===== src/rtl/mem_arb_pkg.sv =====
// ============================================================================
// Module   : mem_arb_pkg
// Brief    : Shared types and default widths for the memory port arbiter.
// Revision : 1.0
// ============================================================================
`default_nettype none

package mem_arb_pkg;

    localparam int c_default_aw = 16;
    localparam int c_default_dw = 16;

    typedef enum logic [1:0] {
        IDLE = 2'd0,
        BUSY = 2'd1,
        RESP = 2'd2
    } arb_state_t;

    typedef enum logic {
        PORT_IF = 1'b0,
        PORT_D  = 1'b1
    } port_t;

endpackage

`default_nettype wire


===== src/rtl/mem_arb_lat_counter.sv =====
// ============================================================================
// Module   : mem_arb_lat_counter
// Brief    : Load / decrement / zero-flag counter timing one memory access.
// Revision : 1.0
// ============================================================================
`default_nettype none

module mem_arb_lat_counter #(
    parameter int LATENCY = 4
) (
    input  logic clk,
    input  logic rst,
    input  logic i_load,
    input  logic i_dec,
    output logic o_zero
);

    localparam int CW = $clog2(LATENCY + 1);
    localparam logic [CW-1:0] c_load_val = CW'(LATENCY - 1);

    logic [CW-1:0] r_cnt;

    always_ff @(posedge clk) begin
        if (rst) begin
            r_cnt <= '0;
        end else if (i_load) begin
            r_cnt <= c_load_val;
        end else if (i_dec) begin
            r_cnt <= r_cnt - 1'b1;
        end
    end

    assign o_zero = (r_cnt == '0);

endmodule

`default_nettype wire


===== src/rtl/mem_port_arbiter.sv =====
// ============================================================================
// Module   : mem_port_arbiter
// Brief    : Shares one single-ported memory between IF and D ports with a
//            fixed multi-cycle access. Optional macro MEM_ARB_PERF_EN adds
//            stall/conflict performance counters.
// Revision : 1.0
// ============================================================================
`default_nettype none

module mem_port_arbiter
    import mem_arb_pkg::*;
#(
    parameter int MEM_LATENCY = 4,
    parameter int AW          = c_default_aw,
    parameter int DW          = c_default_dw
) (
    input  logic          clk,
    input  logic          rst,
    input  logic          if_req,
    input  logic [AW-1:0] if_addr,
    output logic [DW-1:0] if_rdata,
    output logic          if_done,
    output logic          if_stall,
    input  logic          d_re,
    input  logic          d_we,
    input  logic [AW-1:0] d_addr,
    input  logic [DW-1:0] d_wdata,
    output logic [DW-1:0] d_rdata,
    output logic          d_done,
    output logic          d_stall,
    output logic          mem_en,
    output logic          mem_we,
    output logic [AW-1:0] mem_addr,
    output logic [DW-1:0] mem_wdata,
    input  logic [DW-1:0] mem_rdata
`ifdef MEM_ARB_PERF_EN
    ,
    output logic [15:0]   perf_if_wait,
    output logic [15:0]   perf_conflicts
`endif
);

    arb_state_t r_state;
    port_t      r_grant;
    port_t      r_last_grant;

    logic w_pend_if;
    logic w_pend_d;
    logic w_grant_d;
    logic w_load;
    logic w_dec;
    logic w_cnt_zero;

    assign w_pend_if = if_req;
    assign w_pend_d  = d_re | d_we;
    // Ties alternate: D wins unless it was the last port served.
    assign w_grant_d = w_pend_d & (~w_pend_if | (r_last_grant == PORT_IF));
    assign w_load    = (r_state == IDLE) & (w_pend_if | w_pend_d);
    assign w_dec     = (r_state == BUSY) & ~w_cnt_zero;

    assign if_stall = if_req & ~if_done;
    assign d_stall  = w_pend_d & ~d_done;

    mem_arb_lat_counter #(
        .LATENCY (MEM_LATENCY)
    ) u_lat_cnt (
        .clk    (clk),
        .rst    (rst),
        .i_load (w_load),
        .i_dec  (w_dec),
        .o_zero (w_cnt_zero)
    );

    always_ff @(posedge clk) begin
        if (rst) begin
            r_state      <= IDLE;
            r_grant      <= PORT_IF;
            r_last_grant <= PORT_IF;
            mem_en       <= 1'b0;
            mem_we       <= 1'b0;
            mem_addr     <= '0;
            mem_wdata    <= '0;
            if_rdata     <= '0;
            d_rdata      <= '0;
            if_done      <= 1'b0;
            d_done       <= 1'b0;
        end else begin
            if_done <= 1'b0;
            d_done  <= 1'b0;
            case (r_state)
                IDLE: begin
                    if (w_pend_if || w_pend_d) begin
                        mem_en  <= 1'b1;
                        r_state <= BUSY;
                        if (w_grant_d) begin
                            r_grant      <= PORT_D;
                            r_last_grant <= PORT_D;
                            mem_addr     <= d_addr;
                            mem_wdata    <= d_wdata;
                            mem_we       <= d_we;
                        end else begin
                            r_grant      <= PORT_IF;
                            r_last_grant <= PORT_IF;
                            mem_addr     <= if_addr;
                            mem_we       <= 1'b0;
                        end
                    end
                end
                BUSY: begin
                    if (w_cnt_zero) begin
                        mem_en  <= 1'b0;
                        mem_we  <= 1'b0;
                        r_state <= RESP;
                        if (r_grant == PORT_IF) begin
                            if_rdata <= mem_rdata;
                            if_done  <= 1'b1;
                        end else begin
                            d_done <= 1'b1;
                            if (!mem_we) begin
                                d_rdata <= mem_rdata;
                            end
                        end
                    end
                end
                RESP: begin
                    r_state <= IDLE;
                end
                default: begin
                    r_state <= IDLE;
                end
            endcase
        end
    end

`ifdef MEM_ARB_PERF_EN
    always_ff @(posedge clk) begin
        if (rst) begin
            perf_if_wait   <= '0;
            perf_conflicts <= '0;
        end else begin
            if (if_stall && (perf_if_wait != 16'hFFFF)) begin
                perf_if_wait <= perf_if_wait + 16'd1;
            end
            if ((r_state == IDLE) && w_pend_if && w_pend_d && (perf_conflicts != 16'hFFFF)) begin
                perf_conflicts <= perf_conflicts + 16'd1;
            end
        end
    end
`endif

endmodule

`default_nettype wire


===== config.mk =====
export PLATFORM = sky130hd
export DESIGN_NAME = mem_port_arbiter
export DESIGN_NICKNAME = d
export VERILOG_FILES = /design/src/rtl/mem_arb_pkg.sv /design/src/rtl/mem_arb_lat_counter.sv /design/src/rtl/mem_port_arbiter.sv
export SDC_FILE = /design/constraint.sdc
export NUM_CORES = 1
export LEC_CHECK = 0
export ABC_AREA = 1
export BUFFER_PORTS_ARGS = -buffer_cell sky130_fd_sc_hd__buf_2
export CAP_MARGIN = 0
export CORE_MARGIN = 8
export CORE_UTILIZATION = 49
export CTS_CLUSTER_DIAMETER = 50
export DETAILED_ROUTE_END_ITERATION = 7
export GPL_ROUTABILITY_DRIVEN = 0
export PLACE_DENSITY = 0.95
export SKIP_LAST_GASP = 1
export SYNTH_ARGS = -nofsm -noshare
export SYNTH_HDL_FRONTEND = slang
export SYNTH_SLANG_ARGS = --single-unit

===== constraint.sdc =====
create_clock -name clk -period 3.6 [get_ports clk]
set_input_delay 0.9 -clock clk [delete_from_list [all_inputs] [get_ports clk]]
set_output_delay 0.9 -clock clk [all_outputs]
set_load 0.005 [all_outputs]

# ---- Yosys cells after proc, flatten, opt, wreduce, memory -nomap -nowiden
# Index checks and enable logic that the tools add are counted.
dict set report totals {
  reg_bits 74
  output_inout_bits 70
  input_bits 69
  elab_cells 59
}
dict set report classes {
  addsub 1
  muxes 15
  n_reduce_logical 13
  bitwise 15
  n_eq_ne 3
}
# operator n
set op_table {}
lappend op_table {{two-way mux 16 bit} 1}
lappend op_table {{AND reduction 3 bit} 3}
lappend op_table {{two-way mux 2 bit} 4}
lappend op_table {{two-way mux 1 bit} 7}
lappend op_table {{NOT 1 bit} 7}
lappend op_table {{bitwise AND 1 bit} 5}
lappend op_table {{one-hot mux 1 bit (2 select lines)} 2}
lappend op_table {{one-hot mux 2 bit (2 select lines)} 1}
lappend op_table {{AND reduction 2 bit} 2}
lappend op_table {{AND reduction 4 bit} 1}
lappend op_table {{nonzero test 2 bit} 2}
lappend op_table {{logical NOT 3 bit} 1}
lappend op_table {{bitwise OR 1 bit} 3}
lappend op_table {{OR reduction 3 bit} 1}
lappend op_table {{subtractor 3 x 1 -> 3 bit (second input constant)} 1}
lappend op_table {{== test 2 x 1 -> 1 bit (second input constant)} 1}
lappend op_table {{logical NOT 2 bit} 1}
lappend op_table {{!= test 2 x 1 -> 1 bit (second input constant)} 1}
lappend op_table {{!= test 2 bit (second input constant)} 1}
lappend op_table {{OR reduction 2 bit} 1}
lappend op_table {{logical OR 1 bit} 1}

# ---- Logic depth before layout (Yosys ltp)
dict set report depth {
  depth_word 6
  mapped_depth 9
  ltp_nobuf 8
}

# ---- Cells and area by module
# A second synthesis with hierarchy kept.
dict set report hier_totals {
  hier_cells 494
  hier_area_um2 3231.8
}
# module instances cells_each seq_area_each_um2 area_each_um2
set modules_own_cells {}
lappend modules_own_cells {mem_port_arbiter 1 472 1421.4 3076.7}
lappend modules_own_cells {mem_arb_lat_counter 1 22 60.1 155.1}

# ---- Least setup slack after synthesis
# No wires, ideal clock.
dict set report synth_timing {
  kind {input to output}
  from {input port d_we}
  to {output port d_stall}
  required_time_ns 2.700
  arrival_time_ns 1.138
  path_stages 2
  slack_ns 1.562
  n_path_buf 0
  cell_sequence {nor2_1 -> nor2_1}
}
dict set report synth_between {
  elab_chain_cells 2
}
# element line
set synth_lines {}
lappend synth_lines {{from (decl)} mem_port_arbiter.sv:25} ;# input logic d_we,
lappend synth_lines {{bitwise OR 1 bit} mem_port_arbiter.sv:55} ;# assign w_pend_d = d_re | d_we;
lappend synth_lines {{bitwise AND 1 bit} mem_port_arbiter.sv:62} ;# assign d_stall = w_pend_d & ~d_done;
lappend synth_lines {{to (decl)} mem_port_arbiter.sv:30} ;# output logic d_stall,
# No other way between the ends.

# ---- Final worst setup path
# Ends and elaborated chain as after synthesis.

==> impl_metrics.ini <==
[clocking]
worstSkewPairLatency_ns = 0.34
cts_sinks = 74
cts_hold_buf = 0
path_clk_slew_ns = 0.08
cts_tree = done
cts_buffers = 9
root_buffer = clkbuf_8
postCtsSetupRepairBufs = 0
cts_resized = 0
htree_levels = 3
cts_max_path_buffers = 2

[routing]
vias = 3005
wl_per_cell_um = 14.13
ant_nets = 0
wl_met1_um = 3411
dr_wl_met3_um = 792
top_layer = met4
vias_per_cell = 5.093
drc = 0
wl_met2_um = 3999
first_pass_iters = 4
wl_um = 8338
detail_route.iter0.violations = 154

[pwr]
finalPower_mw = 2.005
p_per_area_nw_per_um2 = 530.9
ir_drop_v = 0.0002504
p_leak_nw = 1.833

[critical_path]
reg2reg_slack_ns = 1.61
cp_max_fo = 3
path_buf_inv = 2
critPathMaxStageDelay_ns = 0.25
arrival_ns = 1.47
start_kind = input port
crit_family = simple AND/OR/NAND/NOR gates
endpoint_kind = output pin
path_class = input port to output pin
critPathRequiredTime_ns = 2.70
slowest_stage = nor2_1
path_cells = buf_2 -> nor2_1 -> nor2_1 -> buf_2

[floorplan]
io_pins = 139
dieHeight_um = 92.89
start_util_pct = 49.81
dieArea_um2 = 8628
die_w_um = 92.89
coreArea_um2 = 5816
rows = 28

[sta]
rsz0062_at_grt = false
setup-violations-final = 0
finalHoldViolCount = 0
worst_slew_pin_slew_ns = 1.150
finalMaxSlewViolations = 0
fmax_mhz = 421.4
skew_ns = 0.008159
slew_headroom_pct = 23.31
post-route-min-period_ns = 2.373
tns_ns = 0
fin_crit_sh_pct = 65.92

[yosys]
ys_ff_latch = 74
synth_area_leaders = dfxtp_1 (51%), nand2_1 (10%), a21oi_1 (8.6%)
synth_top_area_share_pct = 51.14
synth-main-ff-cell = dfxtp_1
netlist_area_um2 = 2897
synth-edff-count = 0
avgSynthCellArea_um2 = 7.583
synthTopCellsByCount = nand2_1 (77), dfxtp_1 (74), nor2_1 (59), a21oi_1 (50), nand3_1 (36)
syn_nets = 453
synthCells = 382
yosysMostFrequentCell = nand2_1
yosysSeqAreaShare_pct = 51.14
ys_warn_count = 0
yosysTopAreaCell = dfxtp_1
async_reset_ff_share_pct = 0
synth_cell_types = 23

[global_routing]
grt_pass1_vias = 2984
grt_usage_pct = 19.30
antenna_found_initial = 0
grt_max_degree = 41
grt_pass1_wl_um = 13700
grt_remaining_overflow = 0

[final_layout]
drive_gt1_share_pct = 32.43
final_nets = 581
diodes = 0
fillerInstances = 499
multi_input_area_um2 = 1234
seqCellArea_um2 = 1481
area_delta_synth_final_pct = 30.37

[placement]
dp_hpwl_um = 6238
port_buffers = 138

[run]
maxCapViolCount = 0

[min_path]
hp-class = flip-flop to flip-flop

[status]
status = finished, final reports clean
## sequential cells by signal, indices dropped and copies added, names as in the netlist, 2 cells and up
| register | cells |
|---|---|
| u_lat_cnt.r_cnt | 3 |
| d_rdata | 16 |
| mem_wdata | 16 |
| if_rdata | 16 |
| r_state | 2 |
| mem_addr | 16 |
## cell families (layout without fill, tap and decap cells)
| family | count (synthesis) | after routing | share of synthesized area [%] |
|---|---|---|---|
| buf+inv | 37 | 170 | 6.263 |
| simple gates | 182 | 182 | 26.39 |
| compound gates | 86 | 86 | 15.03 |
| flops | 74 | 74 | 51.14 |
| xor+xnor | 1 | 1 | 0.3024 |
| fa+ha+maj | 2 | 2 | 0.8638 |
## layer usage
metal  vias to the layer above  GRT usage, %
met5                         -             0
met4                         0         7.785
met3                        13         6.634
met2                       124         32.43
met1                      1364         21.89
li1                       1504             -
## worst paths after layout
kind / cells after the start / end / startpoint
hold reg to reg: 2 / d_rdata[5] / d_rdata[5]
setup reg to reg: 8 / if_rdata[6] / u_lat_cnt.r_cnt[0]
setup / recovery: 4 / d_stall / d_we
hold / removal: 2 / d_rdata[5] / d_rdata[5]
## report_power, final
| part | internal, mW | switching (mW) | total (mW) | leakage [nW] |
|---|---|---|---|---|
| clock network | 0.360 | 0.302 | 0.662 | 0.0982 |
| logic | 0.157 | 0.242 | 0.399 | 1.13 |
| registers | 0.900 | 0.0440 | 0.944 | 0.607 |
## area by class of cell
type,instances,area share (%)
clock inverters,5,1.624
well taps,75,2.485
multi-input cells,271,32.67
clock buffers,11,4.009
repair buffers,139,18.49
flip-flops and latches,74,39.23
inverters,15,1.491
## per-stage QoR
| step | instances | area, um^2 | worst slack (ns) | hold WS, ns | utilization [%] |
|---|---|---|---|---|---|
| after floorplan | 382 | 2897 | 1.562 | 0.4554 | - |
| after global placement | 574 | 3563 | 1.164 | 0.4465 | 61.27 |
| after detailed placement | 574 | 3563 | 1.100 | 0.4502 | 61.27 |
| after CTS | 590 | 3776 | 1.236 | 0.4622 | 64.93 |
| after global routing | 590 | 3776 | 1.160 | 0.4813 | 64.93 |
| final | 590 | 3776 | 1.227 | 0.4580 | 64.93 |
## worst reg2reg max path, stage by stage, from the launching register on
cell     delay (ns)
dfxtp_1        0.31
inv_1          0.09
ha_1           0.14
nand2_1        0.12
nor2_4         0.42
nand2_2        0.31
inv_2          0.32
nor2_1         0.08
nor2_1         0.12
## cells in the final DEF (no fill, tap or decap), drive strengths merged
master,synthesis,layout
a31oi,1,1
ha,2,2
a21oi,51,51
nor3,3,3
bufinv,0,1
nand2,81,81
clkinvlp,0,3
nand3,36,36
xor2,1,1
o21ai,34,34
buf,16,139
dfxtp,74,74
clkbuf,6,11
inv,15,16
nor2,62,62
Power figures use the tool's default switching activity.
